--- src/rtl/ob_arb_pkg.sv ---
// ob_arb_pkg: shared state, tick type and defaults for the order-book tick arbiter
package ob_arb_pkg;
    localparam int DEF_NUM_CH = 4;
    localparam int DEF_CLR_CYCLES = 8;
    localparam int IDX_W = 3;
    typedef enum logic [1:0] {IDLE, CLEAR, RUN} state_t;
    typedef struct packed {
        logic [63:0] price;
        logic [63:0] qty;
        logic        side;
    } tick_t;
    function automatic logic [IDX_W-1:0] wrap_inc(input logic [IDX_W-1:0] i, input int n);
        return (int'(i) + 1 == n) ? '0 : i + 1'b1;
    endfunction
endpackage

--- src/rtl/ob_rr_arbiter.sv ---
// ob_rr_arbiter: round-robin pick searching upward from ptr, wrapping at NUM_CH-1
module ob_rr_arbiter import ob_arb_pkg::*; #(
    parameter int NUM_CH = DEF_NUM_CH
) (
    input  logic [NUM_CH-1:0] req,
    input  logic [IDX_W-1:0]  ptr,
    output logic [NUM_CH-1:0] grant,
    output logic [IDX_W-1:0]  idx
);
    logic [NUM_CH-1:0] rot;
    int off;
    int sel;
    // rotate so the pointer channel sits at bit 0, then take the lowest set bit
    assign rot = NUM_CH'({req, req} >> ptr);
    always_comb begin
        off = 0;
        for (int k = NUM_CH - 1; k >= 0; k--) off = rot[k] ? k : off;
        sel = int'(ptr) + off;
        idx = IDX_W'(sel >= NUM_CH ? sel - NUM_CH : sel);
        grant = |req ? NUM_CH'(1) << idx : '0;
    end
endmodule

--- src/rtl/ob_tick_arbiter.sv ---
// ob_tick_arbiter: merges feed-decoder ticks into one order-book stream with book-clear sequencing
// Define OB_ARB_SNAP_PRIO_EN to give channel 0 (snapshot feed) strict priority over the round-robin.
module ob_tick_arbiter import ob_arb_pkg::*; #(
    parameter int NUM_CH     = DEF_NUM_CH,
    parameter int CLR_CYCLES = DEF_CLR_CYCLES
) (
    input  logic                  clk,
    input  logic                  rst,
    input  logic                  enable,
    input  logic                  book_clear,
    input  logic [NUM_CH-1:0]     ch_valid,
    output logic [NUM_CH-1:0]     ch_ready,
    input  logic [NUM_CH*64-1:0]  ch_price,
    input  logic [NUM_CH*64-1:0]  ch_qty,
    input  logic [NUM_CH-1:0]     ch_side,
    output logic                  ob_rst_n,
    output logic [63:0]           ob_tick_price,
    output logic [63:0]           ob_tick_qty,
    output logic                  ob_tick_side,
    output logic                  ob_valid_in,
    input  logic                  ob_valid_out,
    output logic [2:0]            grant_ch,
    output logic [31:0]           tick_cnt,
    output logic                  ack_err
);
    localparam int CW = $clog2(CLR_CYCLES + 1);
    state_t state, state_nxt;
    logic [CW-1:0] clr_cnt;
    logic [IDX_W-1:0] ptr, rr_idx, sel_idx;
    logic [NUM_CH-1:0] rr_req, rr_grant, sel_grant;
    logic xfer, ptr_mv, vin_q, err_set, clr_done;
    tick_t tick;

    ob_rr_arbiter #(.NUM_CH(NUM_CH)) u_rr (
        .req   (rr_req),
        .ptr   (ptr),
        .grant (rr_grant),
        .idx   (rr_idx)
    );

`ifdef OB_ARB_SNAP_PRIO_EN
    assign rr_req    = ch_valid & ~NUM_CH'(1);
    assign sel_grant = ch_valid[0] ? NUM_CH'(1) : rr_grant;
    assign sel_idx   = ch_valid[0] ? '0 : rr_idx;
    assign ptr_mv    = xfer && sel_idx != '0;
`else
    assign rr_req    = ch_valid;
    assign sel_grant = rr_grant;
    assign sel_idx   = rr_idx;
    assign ptr_mv    = xfer;
`endif

    always_ff @(posedge clk) begin
        if (rst) begin
            state   <= CLEAR;
            clr_cnt <= '0;
        end else begin
            state   <= state_nxt;
            clr_cnt <= (state == CLEAR && !book_clear) ? clr_cnt + 1'b1 : '0;
        end
    end

    assign clr_done = clr_cnt == CW'(CLR_CYCLES - 1);

    always_comb begin
        state_nxt = book_clear ? CLEAR
                  : (state != CLEAR || clr_done) ? (enable ? RUN : IDLE)
                  : CLEAR;
    end

    always_comb begin
        ch_ready = (!rst && state == RUN && enable && !book_clear) ? sel_grant : '0;
        xfer = |(ch_valid & ch_ready);
        err_set = (vin_q && !ob_valid_out) || (ob_valid_out && !vin_q && ob_rst_n);
    end

    always_comb begin
        tick = '0;
        for (int i = 0; i < NUM_CH; i++)
            if (sel_grant[i]) tick = '{price: ch_price[64*i +: 64], qty: ch_qty[64*i +: 64], side: ch_side[i]};
    end

    always_ff @(posedge clk) begin
        if (rst) begin
            ptr           <= '0;
            ob_rst_n      <= 1'b0;
            ob_valid_in   <= 1'b0;
            vin_q         <= 1'b0;
            ob_tick_price <= '0;
            ob_tick_qty   <= '0;
            ob_tick_side  <= 1'b0;
            grant_ch      <= '0;
            tick_cnt      <= '0;
            ack_err       <= 1'b0;
        end else begin
            ob_rst_n    <= state_nxt != CLEAR;
            ob_valid_in <= xfer;
            vin_q       <= ob_valid_in;
            ack_err     <= ack_err | err_set;
            if (xfer) begin
                ob_tick_price <= tick.price;
                ob_tick_qty   <= tick.qty;
                ob_tick_side  <= tick.side;
                grant_ch      <= sel_idx;
                tick_cnt      <= tick_cnt + 1'b1;
            end
            if (ptr_mv) ptr <= wrap_inc(sel_idx, NUM_CH);
        end
    end
endmodule

--- config.mk ---
export PLATFORM = sky130hd
export DESIGN_NAME = ob_tick_arbiter
export DESIGN_NICKNAME = d
export VERILOG_FILES = /design/src/rtl/ob_arb_pkg.sv /design/src/rtl/ob_rr_arbiter.sv /design/src/rtl/ob_tick_arbiter.sv
export SDC_FILE = /design/constraint.sdc
export NUM_CORES = 1
export LEC_CHECK = 0
export BUFFER_PORTS_ARGS = -buffer_cell sky130_fd_sc_hd__buf_2
export CAP_MARGIN = 30
export CELL_PAD_IN_SITES_DETAIL_PLACEMENT = 0
export CELL_PAD_IN_SITES_GLOBAL_PLACEMENT = 1
export CORE_AREA = 2 2 270 272
export CTS_CLUSTER_DIAMETER = 30
export DETAILED_ROUTE_END_ITERATION = 7
export DIE_AREA = 0 0 272 274
export PLACE_DENSITY = 0.53
export SLEW_MARGIN = 0
export SYNTH_ARGS = -nofsm -noshare
export SYNTH_HDL_FRONTEND = slang
export SYNTH_HIERARCHICAL = 1
export SYNTH_SLANG_ARGS = --single-unit
--- constraint.sdc ---
create_clock -name clk -period 4.64 [get_ports clk]
set_input_delay 0.232 -clock clk [delete_from_list [all_inputs] [get_ports clk]]
set_output_delay 0.232 -clock clk [all_outputs]
set_load 0.005 [all_outputs]
==> flow_summary.json <==
{
  "seqCellArea_um2": 3540,
  "htreeDepth": 4,
  "endpoint_kind": "flop",
  "p_per_area_nw_per_um2": 234,
  "yosys_warnings": 6,
  "gp_congestion": 0.921,
  "grt_max_degree": 137,
  "core_area_um2": 72000,
  "cp.required_ns": 5.02,
  "postCtsHoldBufs": 3,
  "path_class": "reg -> reg",
  "start_util": 0.149,
  "clock-root-buffer": "clkbuf_16",
  "avgSynthCellArea_um2": 7.99,
  "cts_buffers": 17,
  "fin_cells": 2923,
  "clock.fmax_mhz": 238,
  "arrival_ns": 4.57,
  "drt-pass1-iter-count": 5,
  "r2r-end": "tick_cnt[30]",
  "r2r_slack_ns": 0.45,
  "drtIter0Drc": 884,
  "slew_viol_final": 0,
  "io_pins": 696,
  "critPathLaunchType": "flop",
  "crit_slowest_cell": "dfxtp_1",
  "ant_nets": 0,
  "post_cts_buffers": 0,
  "startpoint": "ptr[0]",
  "pre_cts_ws_ns": 0.504,
  "path_common_cell": "inv_1",
  "grt_antenna_before_repair": 12,
  "cts_sinks": 177,
  "status": "completed",
  "clkTransAtPathRegs_ns": 0.08,
  "skew_ns": 0.0240,
  "async_flop_share": 0,
  "die-area_um2": 74500,
  "grt_pass1_vias": 12700,
  "final_common_cell": "buf_2",
  "leakage_nw": 7.10,
  "synth_seq_area_share": 0.330,
  "p_total_mw": 3.72,
  "synth-edff-count": 0,
  "syn_nets": 1873,
  "wirelength_um": 56900,
  "die_x_um": 272,
  "dpl.hpwl_um": 44000,
  "multi_input_area_um2": 6410,
  "clk_latency_ns": 0.49,
  "setup_viol": 0,
  "die_h_um": 274,
  "area_delta_synth_final_pct": 47.8,
  "syn_area_um2": 10700,
  "tightest_slew_ns": 0.909,
  "crit_chain": "nor4bb_1, a21oi_1, o22ai_1, ha_1, inv_1, fa_1, inv_1, nor3_2, buf_4, a22o_1, o2111ai_2, nor4_1, mux2_1",
  "grt_pass1_wl_um": 81000,
  "drc_errors": 0,
  "ys_ff_latch": 177,
  "layout.nets": 2480,
  "hold_path_class": "in -> reg",
  "postLayoutSetupSlackWorst_ns": 0.446,
  "avgViaCountPerCell": 4.53,
  "layout-drive-gt1-share": 0.409,
  "cap_violations": 0,
  "cts_resized": 0,
  "finalSetupTns_ns": 0,
  "nFillCells": 8049,
  "cts_tree": "built",
  "cp_slowest_stage_delay_ns": 0.60,
  "row_count": 99,
  "vias": 13200,
  "timing.final.hold_violations": 0,
  "ys.flop_type": "dfxtp_1",
  "rsz0062_at_grt": "false",
  "reg2reg_from": "ptr[0]",
  "synthCells": 1342,
  "cts_buffer_depth": 2,
  "overflow": 0,
  "peakVddDrop_mv": 0.143,
  "numPortBuffers": 695,
  "period_share": 0.904,
  "wl_per_cell_um": 19.5,
  "r2r_cells": 13,
  "ys_types": 54,
  "grt.total_usage": 0.144,
  "slew_headroom": 0.394,
  "dp.cells": 2886,
  "min_period_ns": 4.19,
  "critPathCapture": "tick_cnt[30]",
  "hold_slack_ns": 0.0905,
  "final_cell_mix": "buf_2 (694), dfxtp_1 (177), nor2_1 (151)",
  "path_max_fanout": 14
}
## registers in the layout, indices dropped and copies added, names as in the netlist
register / count
clr_cnt: 4
state: 2
tick_cnt: 32
vin_q: 1
ack_err: 1
ob_valid_in: 1
ob_tick_side: 1
ptr: 3
grant_ch: 3
ob_tick_qty: 64
ob_tick_price: 64
ob_rst_n: 1
## routing by layer
layer  track usage  part of all wire  vias to the layer above
li1              -                 -                     6264
met1         0.178              0.42                     6298
met2         0.241              0.48                      601
met3        0.0424             0.078                       66
met4        0.0428             0.021                       12
met5             0            0.0013                        -
## report_power, final
| part | switching [mW] | leakage [nW] | total, mW | internal (mW) |
|---|---|---|---|---|
| sequential | 0.000631 | 1.43 | 1.52 | 1.52 |
| combinational | 0.373 | 5.40 | 0.682 | 0.309 |
| clock | 0.753 | 0.275 | 1.52 | 0.763 |
| total | 1.13 | 7.10 | 3.72 | 2.59 |
## worst max-delay path: cells and delay by family (launching register included)
| family | cells | cell delay [ns] |
|---|---|---|
| flops | 1 | 0.60 |
| mux | 1 | 0.35 |
| buf+inv | 3 | 0.38 |
| fa+ha+maj | 2 | 0.76 |
| simple gates | 3 | 0.99 |
| compound gates | 4 | 1.00 |
## how the worst min path moves through the flow
| stage | start | end | slack [ns] | cells after the start |
|---|---|---|---|---|
| 2_1_floorplan | book_clear | ob_rst_n | 0.32 | 1 |
| 3_3_place_gp | clr_cnt[0] | clr_cnt[0] | 0.43 | 1 |
| 3_5_place_dp | grant_ch[0] | grant_ch[0] | 0.45 | 2 |
| 4_1_cts | ch_qty[197] | ob_tick_qty[5] | 0.03 | 3 |
| 5_1_grt | ch_qty[197] | ob_tick_qty[5] | 0.06 | 3 |
| 6_report | ch_price[194] | ob_tick_price[2] | 0.09 | 3 |
## Yosys cell counts, types with 2 or more instances
cell type | instances | area [µm²]
mux2i_1 | 3 | 30.0
and3_1 | 6 | 37.5
mux2_2 | 6 | 67.6
buf_2 | 29 | 145
xnor2_1 | 3 | 26.3
a21oi_1 | 50 | 250
nor2_1 | 151 | 567
mux2_1 | 6 | 67.6
ha_1 | 5 | 62.6
nor3_2 | 20 | 200
and2_1 | 5 | 31.3
inv_1 | 36 | 135
and4_1 | 5 | 43.8
buf_4 | 6 | 45.0
nand4_1 | 7 | 43.8
nand2_1 | 132 | 495
buf_1 | 3 | 11.3
o41ai_1 | 2 | 17.5
nor4_1 | 9 | 56.3
or4b_1 | 2 | 20.0
clkbuf_1 | 105 | 394
or4_1 | 16 | 120
o2111ai_2 | 2 | 30.0
o21ai_1 | 2 | 10.0
nor2b_1 | 122 | 763
o31ai_1 | 14 | 105
o311a_1 | 110 | 1100
dfxtp_1 | 177 | 3540
nor3_1 | 94 | 470
or3_1 | 3 | 18.8
a211oi_1 | 22 | 165
a221oi_1 | 128 | 1120
and3b_1 | 3 | 26.3
a211o_1 | 19 | 166
nand3_1 | 12 | 60.1
o21ai_0 | 3 | 15.0
buf_6 | 5 | 56.3
nand3b_1 | 3 | 22.5
## per-stage QoR
| stage | area [µm²] | utilization |
|---|---|---|
| after floorplan | 10700 | - |
| after global placement | 15200 | 0.212 |
| after detailed placement | 15200 | 0.212 |
| after CTS | 15800 | 0.220 |
| after global routing | 15900 | 0.220 |
| final | 15900 | 0.220 |
## cell type report
class,instances,area share
antenna,2,0.000316
clock buffer,19,0.0279
sequential,177,0.224
clock inverter,13,0.00789
multi-input combinational,980,0.405
timing repair buffer,736,0.251
tap,959,0.0757
inverter,37,0.00924
## kinds of logic (layout without fill, tap and decap cells)
| logic type | count (synthesis) | in the layout | synth area share |
|---|---|---|---|
| simple gates | 596 | 596 | 0.284 |
| mux | 15 | 15 | 0.0154 |
| flops | 177 | 177 | 0.330 |
| compound gates | 359 | 359 | 0.286 |
| buf+inv | 185 | 805 | 0.0737 |
| xor+xnor | 4 | 4 | 0.00327 |
| fa+ha+maj | 6 | 6 | 0.00770 |
| other cells | 0 | 2 | 0 |
Note: power is estimated with default switching activity, not from simulation.
